### src/rtl/sig_triplet_fifo_if.sv
// Handshake bundle between the signal-assign stage, the triplet FIFO and its downstream sink.
// A word moves on a rising edge when valid and ready are both 1; valid never waits on ready.
interface sig_triplet_fifo_if;
  logic       in_valid;
  logic       in_ready;
  logic [2:0] in_data;
  logic       out_valid;
  logic       out_ready;
  logic [2:0] out_data;

  modport master (
    output in_valid, in_data, out_ready,
    input  in_ready, out_valid, out_data
  );

  modport slave (
    input  in_valid, in_data, out_ready,
    output in_ready, out_valid, out_data
  );
endinterface

### src/rtl/sig_triplet_fifo.sv
// First-word-fall-through FIFO for packed {x,y,z} words, with occupancy count and a
// sticky overflow flag that records any word offered while full.
module sig_triplet_fifo #(
  parameter  int DEPTH = 4,
  localparam int CW    = $clog2(DEPTH + 1)
) (
  input  logic                 clk,
  input  logic                 rst_n,
  input  logic                 clear,
  sig_triplet_fifo_if.slave    bus,
  output logic [CW-1:0]        count,
  output logic                 overflow
);

  localparam int              PW   = (DEPTH > 1) ? $clog2(DEPTH) : 1;
  localparam logic [PW-1:0]   LAST = PW'(DEPTH - 1);
  localparam logic [CW-1:0]   FULL = CW'(DEPTH);

  logic [2:0]    mem [DEPTH];
  logic [PW-1:0] wr_ptr;
  logic [PW-1:0] rd_ptr;
  logic          push;
  logic          pop;

  // Both ready and valid come from count alone, so neither side sees the other combinationally.
  assign bus.in_ready  = (count != FULL);
  assign bus.out_valid = (count != '0);
  assign bus.out_data  = mem[rd_ptr];

  assign push = bus.in_valid  & bus.in_ready;
  assign pop  = bus.out_valid & bus.out_ready;

  always_ff @(posedge clk or negedge rst_n) begin
    if (!rst_n) begin
      wr_ptr   <= '0;
      rd_ptr   <= '0;
      count    <= '0;
      overflow <= 1'b0;
      for (int i = 0; i < DEPTH; i++) begin
        mem[i] <= 3'b000;
      end
    end else if (clear) begin
      wr_ptr   <= '0;
      rd_ptr   <= '0;
      count    <= '0;
      overflow <= 1'b0;
    end else begin
      if (push) begin
        mem[wr_ptr] <= bus.in_data;
        wr_ptr      <= (wr_ptr == LAST) ? '0 : wr_ptr + 1'b1;
      end
      if (pop) begin
        rd_ptr <= (rd_ptr == LAST) ? '0 : rd_ptr + 1'b1;
      end
      if (push && !pop) begin
        count <= count + 1'b1;
      end else if (pop && !push) begin
        count <= count - 1'b1;
      end
      if (bus.in_valid && !bus.in_ready) begin
        overflow <= 1'b1;
      end
    end
  end

  // Occupancy must stay within 0..DEPTH.
  always_ff @(posedge clk) begin
    if (rst_n) begin
      assert (count <= FULL);
      assert (!(push && !pop && count == FULL));
      assert (!(pop && !push && count == '0));
    end
  end

endmodule
### src/flat_wrapper.sv
// flat-port wrapper written by rule: the top's interface ports become plain ports
module sig_triplet_fifo_flat 
#(
  parameter  int DEPTH = 4,
  localparam int CW    = $clog2(DEPTH + 1)
)
  (clk, rst_n, clear, count, overflow, bus_in_valid, bus_in_data, bus_out_ready, bus_in_ready, bus_out_valid, bus_out_data);
  sig_triplet_fifo_if bus_i ();
  input  logic clk;
  input  logic rst_n;
  input  logic clear;
  output logic [CW-1:0] count;
  output logic overflow;
  input wire logic [$bits(bus_i.in_valid)-1:0] bus_in_valid;
  input wire logic [$bits(bus_i.in_data)-1:0] bus_in_data;
  input wire logic [$bits(bus_i.out_ready)-1:0] bus_out_ready;
  output wire logic [$bits(bus_i.in_ready)-1:0] bus_in_ready;
  output wire logic [$bits(bus_i.out_valid)-1:0] bus_out_valid;
  output wire logic [$bits(bus_i.out_data)-1:0] bus_out_data;
  assign bus_i.in_valid = bus_in_valid;
  assign bus_i.in_data = bus_in_data;
  assign bus_i.out_ready = bus_out_ready;
  assign bus_in_ready = bus_i.in_ready;
  assign bus_out_valid = bus_i.out_valid;
  assign bus_out_data = bus_i.out_data;
  sig_triplet_fifo #(.DEPTH(DEPTH)) u_core (.clk(clk), .rst_n(rst_n), .clear(clear), .bus(bus_i), .count(count), .overflow(overflow));
endmodule
### config.mk
export PLATFORM = sky130hd
export DESIGN_NAME = sig_triplet_fifo_flat
export DESIGN_NICKNAME = d
export VERILOG_FILES = /design/src/rtl/sig_triplet_fifo_if.sv /design/src/rtl/sig_triplet_fifo.sv /design/src/flat_wrapper.sv
export SDC_FILE = /design/constraint.sdc
export NUM_CORES = 1
export LEC_CHECK = 0
export CORE_AREA = 5 5 57 59
export DETAILED_ROUTE_END_ITERATION = 8
export DIE_AREA = 0 0 62 64
export PLACE_DENSITY = 0.67
export SKIP_LAST_GASP = 1
export SYNTH_ARGS = -nofsm -noshare
export SYNTH_HDL_FRONTEND = slang
export SYNTH_SLANG_ARGS = --single-unit
### constraint.sdc
create_clock -name clk -period 6.8 [get_ports clk]
set_input_delay 1.36 -clock clk [delete_from_list [all_inputs] [get_ports clk]]
set_output_delay 1.36 -clock clk [all_outputs]
set_load 0.01 [all_outputs]
==> implementation parameters, run 1 <==
Parameter                              Value

Synthesis
  Share of the yosys chip area belonging to registers ... 0.425
  Predominant post-synthesis flop cell ... dfrtp_1
  Total of warnings raised by yosys ... 0
  Yosys top cell area share ... 0.425
  Post-synth top cells ... dfrtp_1, mux2_2, ha_1, inv_1, nor2_1
  Mux cell area share after synthesis ... 0.198
  Top-count cell post-synth ... dfrtp_1
  Netlist area before placement ... 1180 sq um
  Area share of and/or/nand/nor cells after synthesis ... 0.136
  Area share of fa/ha/maj cells after synthesis ... 0.0701
  Leading cell types by total area after synthesis ... dfrtp_1, mux2_2, mux4_2
  Cell type with the largest total area after synthesis ... dfrtp_1
  EDFF count, synth ... 0
  Mapped Nets ... 108
  #FFs+latches synth ... 20
  Asr flop ratio synth ... 1.00
  Number of instances in the synthesized netlist ... 94
  Avg Inst Size Synth ... 12.5 sq um
  Complex-gate fraction of the synthesized area ... 0.0999
  Main combinational cell family by area after synthesis ... multiplexers
  Parity-gate share of the synthesized area counting xor and xnor cells ... 0
  Unique cell type count in the Yosys netlist ... 33

Timing
  Total Negative Setup Slacks ... 0 ps
  Share of the clock period used by the worst path after layout ... 0.480
  Unrepaired setup endpoints after global routing ... no
  Final min period ... 3270 ps
  Fin. Hold Viols ... 0
  Setup violators final ... 0
  Max_slew headroom ... 0.423
  Final critical-path setup slack ... 3530 ps
  Clock Skews ... 5.16 ps
  Worst Max-Slew Pin Slew ... 863 ps
  Final number of max-transition violations ... 0
  Highest attainable clock frequency ... 0.306 GHz

Cells and area
  Antenna diode count ... 0
  Synth-to-layout area growth ... 16.9%
  Net count of the finished layout ... 123
  Layout filler cell count ... 240
  Post-layout instance area ... 1380 sq um
  Fraction of final layout cells with drive strength greater than 1 ... 0.269
  Multi-input gate area ... 593 sq um
  Util after Layout ... 0.517
  Non-filler instance count after layout ... 139
  Area of all sequential standard cells ... 500 sq um

Drt
  Average via count per standard cell ... 5.59
  Total length of routed wires ... 2100 um
  Post-route antenna net violation count ... 0
  Iteration-0 DRC count of the detailed router ... 21
  Routed wire per std cell ... 15.1 um
  Via count ... 777
  Pre-Repair DR Iteration Count ... 4
  # DRC ... 0

Clock tree
  Count of clock tree sinks ... 20
  Clock latency on the worst-skew pair ... 310 ps
  Buffer levels on the longest clock path ... 2
  Post-CTS setup buffer count ... 0
  CTS root buf ... clkbuf_4
  Htree depth ... 1
  Number of buffers added to fix hold violations after cts ... 0
  Quantity of gates resized following cts ... 0
  Clock tree from TritonCTS ... built
  Number of buffers created by CTS ... 3
  Clock Pin Slew Worst Setup and Hold Paths ... 120 ps

Floorplanning
  Initial Utilization ... 0.442
  Die Footprint ... 3970 sq um
  Overall die height ... 64 um
  Core Area ... 2660 sq um
  Std cell rows ... 19
  Width of the die ... 62 um
  Boundary Pins ... 17

Placement
  Placed wire-length estimate after detailed placement ... 1530 um
  Post-DP Area ... 1320 sq um
  Cell count after placement ... 135
  Weighted congestion reported at the end of routability-driven placement ... 0.825
  Total of buffers placed on input and output ports ... 16
  DP Worst Slack ... 3240 ps

Global routing
  Leftover overflow at the end of global routing ... 0
  Via count of the first global-routing pass ... 715
  Largest net degree at the start of global routing ... 21
  Global-route wire length before repair ... 3500 um
  Number of antenna violations at the first check in global routing ... 0
  Global routing usage summed across all routing layers ... 0.117

Critical path
  CP max stage cell ... clkdlybuf4s50_1
  Launching element type of the critical path ... input port
  Max Fanout on Critical Path ... 10
  Arr. time, crit path ... 3520 ps
  CP cell instances ... clkdlybuf4s50_1, o21ai_0, and3_2, fa_1, a21bo_2, a311oi_1, o311a_1
  Required arrival time at the worst endpoint ... 7050 ps
  Worst setup EP type ... register
  Category of the most critical setup path ... input port to register
  Stage delay of the slowest cell on the critical path ... 660 ps

Job
  Maximum Capacitance Violations ... 0

Pwr
  Power density over the cells ... 343 nW/um^2
  Maximum vdd ir drop ... 0.162 mV
  LEAKAGE ... 0.597 nW

Worst hold path
  Min-Delay Path Class ... register to register

Run status
  Run status ... completed
power by group:
part / internal, mW / switching [mW]
Sequential: 0.155 / 0.0350
Clock: 0.0596 / 0.0396
Combinational: 0.111 / 0.0715
cell type report:
type,instances,area share
clock buffers,3,0.0164
clock inverters,1,0.0218
inverters,7,0.0227
multi-input cells,61,0.431
flip-flops and latches,20,0.364
well taps,31,0.0282
repair buffers,16,0.116
flip-flops by register name, indices dropped and copies added, names as in the netlist:
signal and cells:
u_core.wr_ptr 2, u_core.rd_ptr 2, u_core.count 3, u_core.mem 12
u_core.overflow 1
layer usage:
metal  vias up  routed length [um]  GRT usage
met1       389                 990      0.180
met5         -                   0          0
met3         2                 125     0.0342
met2        13                 974      0.153
met4         0                   9     0.0398
li1        373                   -          -
worst paths after layout:
| path | startpoint | endpoint | slack [ps] | depth (start not counted) |
|---|---|---|---|---|
| setup / recovery | bus_out_ready | u_core.count[2]$_DFFE_PN0P_ | 3530 | 7 |
| hold / removal | u_core.mem[2]$_DFFE_PN0P_ | u_core.mem[2]$_DFFE_PN0P_ | 520 | 1 |
| setup reg to reg | u_core.count[2]$_DFFE_PN0P_ | u_core.count[2]$_DFFE_PN0P_ | 4440 | 7 |
| hold reg to reg | u_core.mem[2]$_DFFE_PN0P_ | u_core.mem[2]$_DFFE_PN0P_ | 520 | 1 |
| max in group asynchronous | rst_n | u_core.count[2]$_DFFE_PN0P_ | 4740 | 1 |
| min in group asynchronous | rst_n | u_core.mem[6]$_DFFE_PN0P_ | 1530 | 1 |
per-stage QoR:
step                power (mW)  hold WS, ps
floorplan                0.315          474
CTS                      0.477          520
global placement         0.372          484
finish                   0.472          519
global route             0.504          541
detailed placement       0.378          493
layout by cell type (no fill, tap or decap), drive strengths merged, types with 2 or more instances in the layout:
cell type	Yosys	final
a21oi	4	4
o211ai	2	2
o31ai	2	2
o21ai	4	4
mux4	3	3
clkbuf	2	3
nand3	2	2
nand3b	2	2
nand4	4	4
nor2	5	5
dfrtp	20	20
inv	7	7
ha	5	5
mux2i	3	3
mux2	12	12
nand2	2	2
or3	2	2
clkdlybuf4s50	0	16
cells by family (layout without fill, tap and decap cells):
kind of cell               after synthesis  after routing
DFF                                     20             20
and+or+nand+nor                         20             20
muxes                                   18             18
AOI/OAI and AO/OA                       17             17
buffers and inverters                   13             27
adders and majority gates                6              6
worst max-delay path, delay by kind of cell:
kind	cells	cell delay, ps
and+or+nand+nor	1	230
buffers and inverters	1	660
adders and majority gates	1	430
AOI/OAI and AO/OA	4	840
Power figures use the tool's default switching activity.
==> run 2, diff against run 1 <==
Settings changed: PLACE_DENSITY 0.67 to 0.7.
Clock period 6.8 ns to 2.9 ns, I/O delays scaled along.
==> implementation parameters, run 2 (same netlist as run 1, synthesis figures left out) <==
Parameter                              Value

Global routing
  Number of antenna violations at the first check in global routing ... 0
  Via count of the first global-routing pass ... 819
  Largest net degree at the start of global routing ... 21
  Global-route wire length before repair ... 3720 um
  Leftover overflow at the end of global routing ... 0
  Global routing usage summed across all routing layers ... 0.125

Floorplanning
  Std cell rows ... 19
  Boundary Pins ... 17
  Width of the die ... 62 um
  Core Area ... 2660 sq um
  Overall die height ... 64 um
  Initial Utilization ... 0.442
  Die Footprint ... 3970 sq um

Clock tree
  Quantity of gates resized following cts ... 0
  Number of buffers added to fix hold violations after cts ... 0
  Number of buffers created by CTS ... 3
  Clock latency on the worst-skew pair ... 300 ps
  Clock tree from TritonCTS ... built
  Htree depth ... 1
  Clock Pin Slew Worst Setup and Hold Paths ... 110 ps
  Buffer levels on the longest clock path ... 2
  Count of clock tree sinks ... 20
  Post-CTS setup buffer count ... 0
  CTS root buf ... clkbuf_4

Drt
  Routed wire per std cell ... 14.7 um
  Iteration-0 DRC count of the detailed router ... 21
  Average via count per standard cell ... 5.41
  Via count ... 763
  Pre-Repair DR Iteration Count ... 3
  Post-route antenna net violation count ... 0
  Total length of routed wires ... 2070 um
  # DRC ... 0

Timing
  Unrepaired setup endpoints after global routing ... no
  Highest attainable clock frequency ... 0.409 GHz
  Share of the clock period used by the worst path after layout ... 0.843
  Final number of max-transition violations ... 0
  Setup violators final ... 0
  Worst Max-Slew Pin Slew ... 866 ps
  Max_slew headroom ... 0.421
  Final min period ... 2440 ps
  Fin. Hold Viols ... 0
  Total Negative Setup Slacks ... 0 ps
  Clock Skews ... 6.20 ps

Cells and area
  Layout filler cell count ... 233
  Post-layout instance area ... 1390 sq um
  Non-filler instance count after layout ... 141
  Largest registers ranked by flip-flop count ... u_core.mem (12), u_core.count (3)
  Leading cell types in the layout, fill and taps excluded ... dfrtp_1, clkdlybuf4s50_1, mux2_2
  Number of flip-flops under the largest register name ... 12
  Net count of the finished layout ... 125
  Commonest non-fill, non-tap cell in the layout ... dfrtp_1
  Antenna diode count ... 0
  Most flops, register ... u_core.mem
  Fraction of final layout cells with drive strength greater than 1 ... 0.282
  Synth-to-layout area growth ... 18.2%

Critical path
  Register-to-Register Path Depth ... 7
  Stage delay of the slowest cell on the critical path ... 540 ps
  Register-to-register setup slack ... 500 ps
  Category of the most critical setup path ... register to primary output
  Launching element type of the critical path ... register
  Worst setup path start ... u_core.rd_ptr[0]$_DFFE_PN0P_
  Worst Setup EP ... bus_out_data[2]
  Required arrival time at the worst endpoint ... 2320 ps
  Arr. time, crit path ... 1860 ps
  CP max stage cell ... mux4_2
  Worst setup EP type ... primary output
  Worst r2r src ... u_core.count[2]$_DFFE_PN0P_
  Worst reg2reg path endpoint ... u_core.count[2]$_DFFE_PN0P_
  CP cell instances ... mux4_2, clkdlybuf4s50_1
  Max Fanout on Critical Path ... 6

Placement
  Cell count after placement ... 137
  Post-DP Area ... 1340 sq um
  Placed wire-length estimate after detailed placement ... 1550 um
  Total of buffers placed on input and output ports ... 16
  Weighted congestion reported at the end of routability-driven placement ... 0.784

Pwr
  LEAKAGE ... 0.607 nW
  Maximum vdd ir drop ... 0.788 mV
  Power density over the cells ... 789 nW/um^2
  Power after layout ... 1.10 mW

Run status
  Run status ... completed

Job
  Maximum Capacitance Violations ... 0

Worst hold path
  Min-Delay Path Class ... register to register
==> run 2: cell count changes in the layout (fill, tap and decap cells not counted), sizes merged <==
cell | before | now
buf | 0 | 2
==> run 2: cell type report <==
type	count	area (sq um)	area share
inverters	7	31.3	0.0225
flip-flops and latches	20	500	0.360
multi-input cells	61	593	0.426
clock inverters	1	30.0	0.0216
clock buffers	3	22.5	0.0162
well taps	31	38.8	0.0279
repair buffers	18	175	0.126
==> run 2: worst min-delay path by stage <==
stage                                 from                     endpoint  slack [ps]  cells past startpoint
5_1_grt          u_core.mem[6]$_DFFE_PN0P_    u_core.mem[6]$_DFFE_PN0P_         540                      1
4_1_cts          u_core.mem[3]$_DFFE_PN0P_    u_core.mem[3]$_DFFE_PN0P_         520                      1
3_5_place_dp     u_core.mem[3]$_DFFE_PN0P_    u_core.mem[3]$_DFFE_PN0P_         490                      1
6_report         u_core.mem[3]$_DFFE_PN0P_    u_core.mem[3]$_DFFE_PN0P_         510                      1
2_1_floorplan                        rst_n  u_core.count[0]$_DFFE_PN0P_         280                      0
3_3_place_gp   u_core.overflow$_DFFE_PN0P_  u_core.overflow$_DFFE_PN0P_         480                      2
==> run 2: worst max-delay path, delay by kind of cell, from the launching register on <==
| family | cells | cell delay, ps |
|---|---|---|
| mux | 1 | 540 |
| flops | 1 | 530 |
| buf+inv | 1 | 490 |
==> run 2: stage by stage <==
| stage | worst slack, ps | utilization | hold WS (ps) |
|---|---|---|---|
| 6_report | 456 | 0.523 | 513 |
| 5_1_grt | 354 | 0.523 | 544 |
| 4_1_cts | 421 | 0.523 | 519 |
| 3_5_place_dp | 358 | 0.503 | 492 |
| 3_3_place_gp | 411 | 0.503 | 481 |
| 2_1_floorplan | 653 | - | 284 |
==> run 2: power by group <==
| group | switching, mW | internal [mW] | total (mW) |
|---|---|---|---|
| registers | 0.0820 | 0.364 | 0.446 |
| clock network | 0.0829 | 0.140 | 0.223 |
| logic | 0.167 | 0.262 | 0.429 |
| total | 0.332 | 0.766 | 1.10 |
==> run 2: layer usage <==
layer  vias to the layer above  wire, um  GRT usage
li1                        381         -          -
met1                       372       975      0.172
met2                        10      1020      0.184
met3                         0        73     0.0443
met4                         0         0     0.0345
met5                         -         0          0
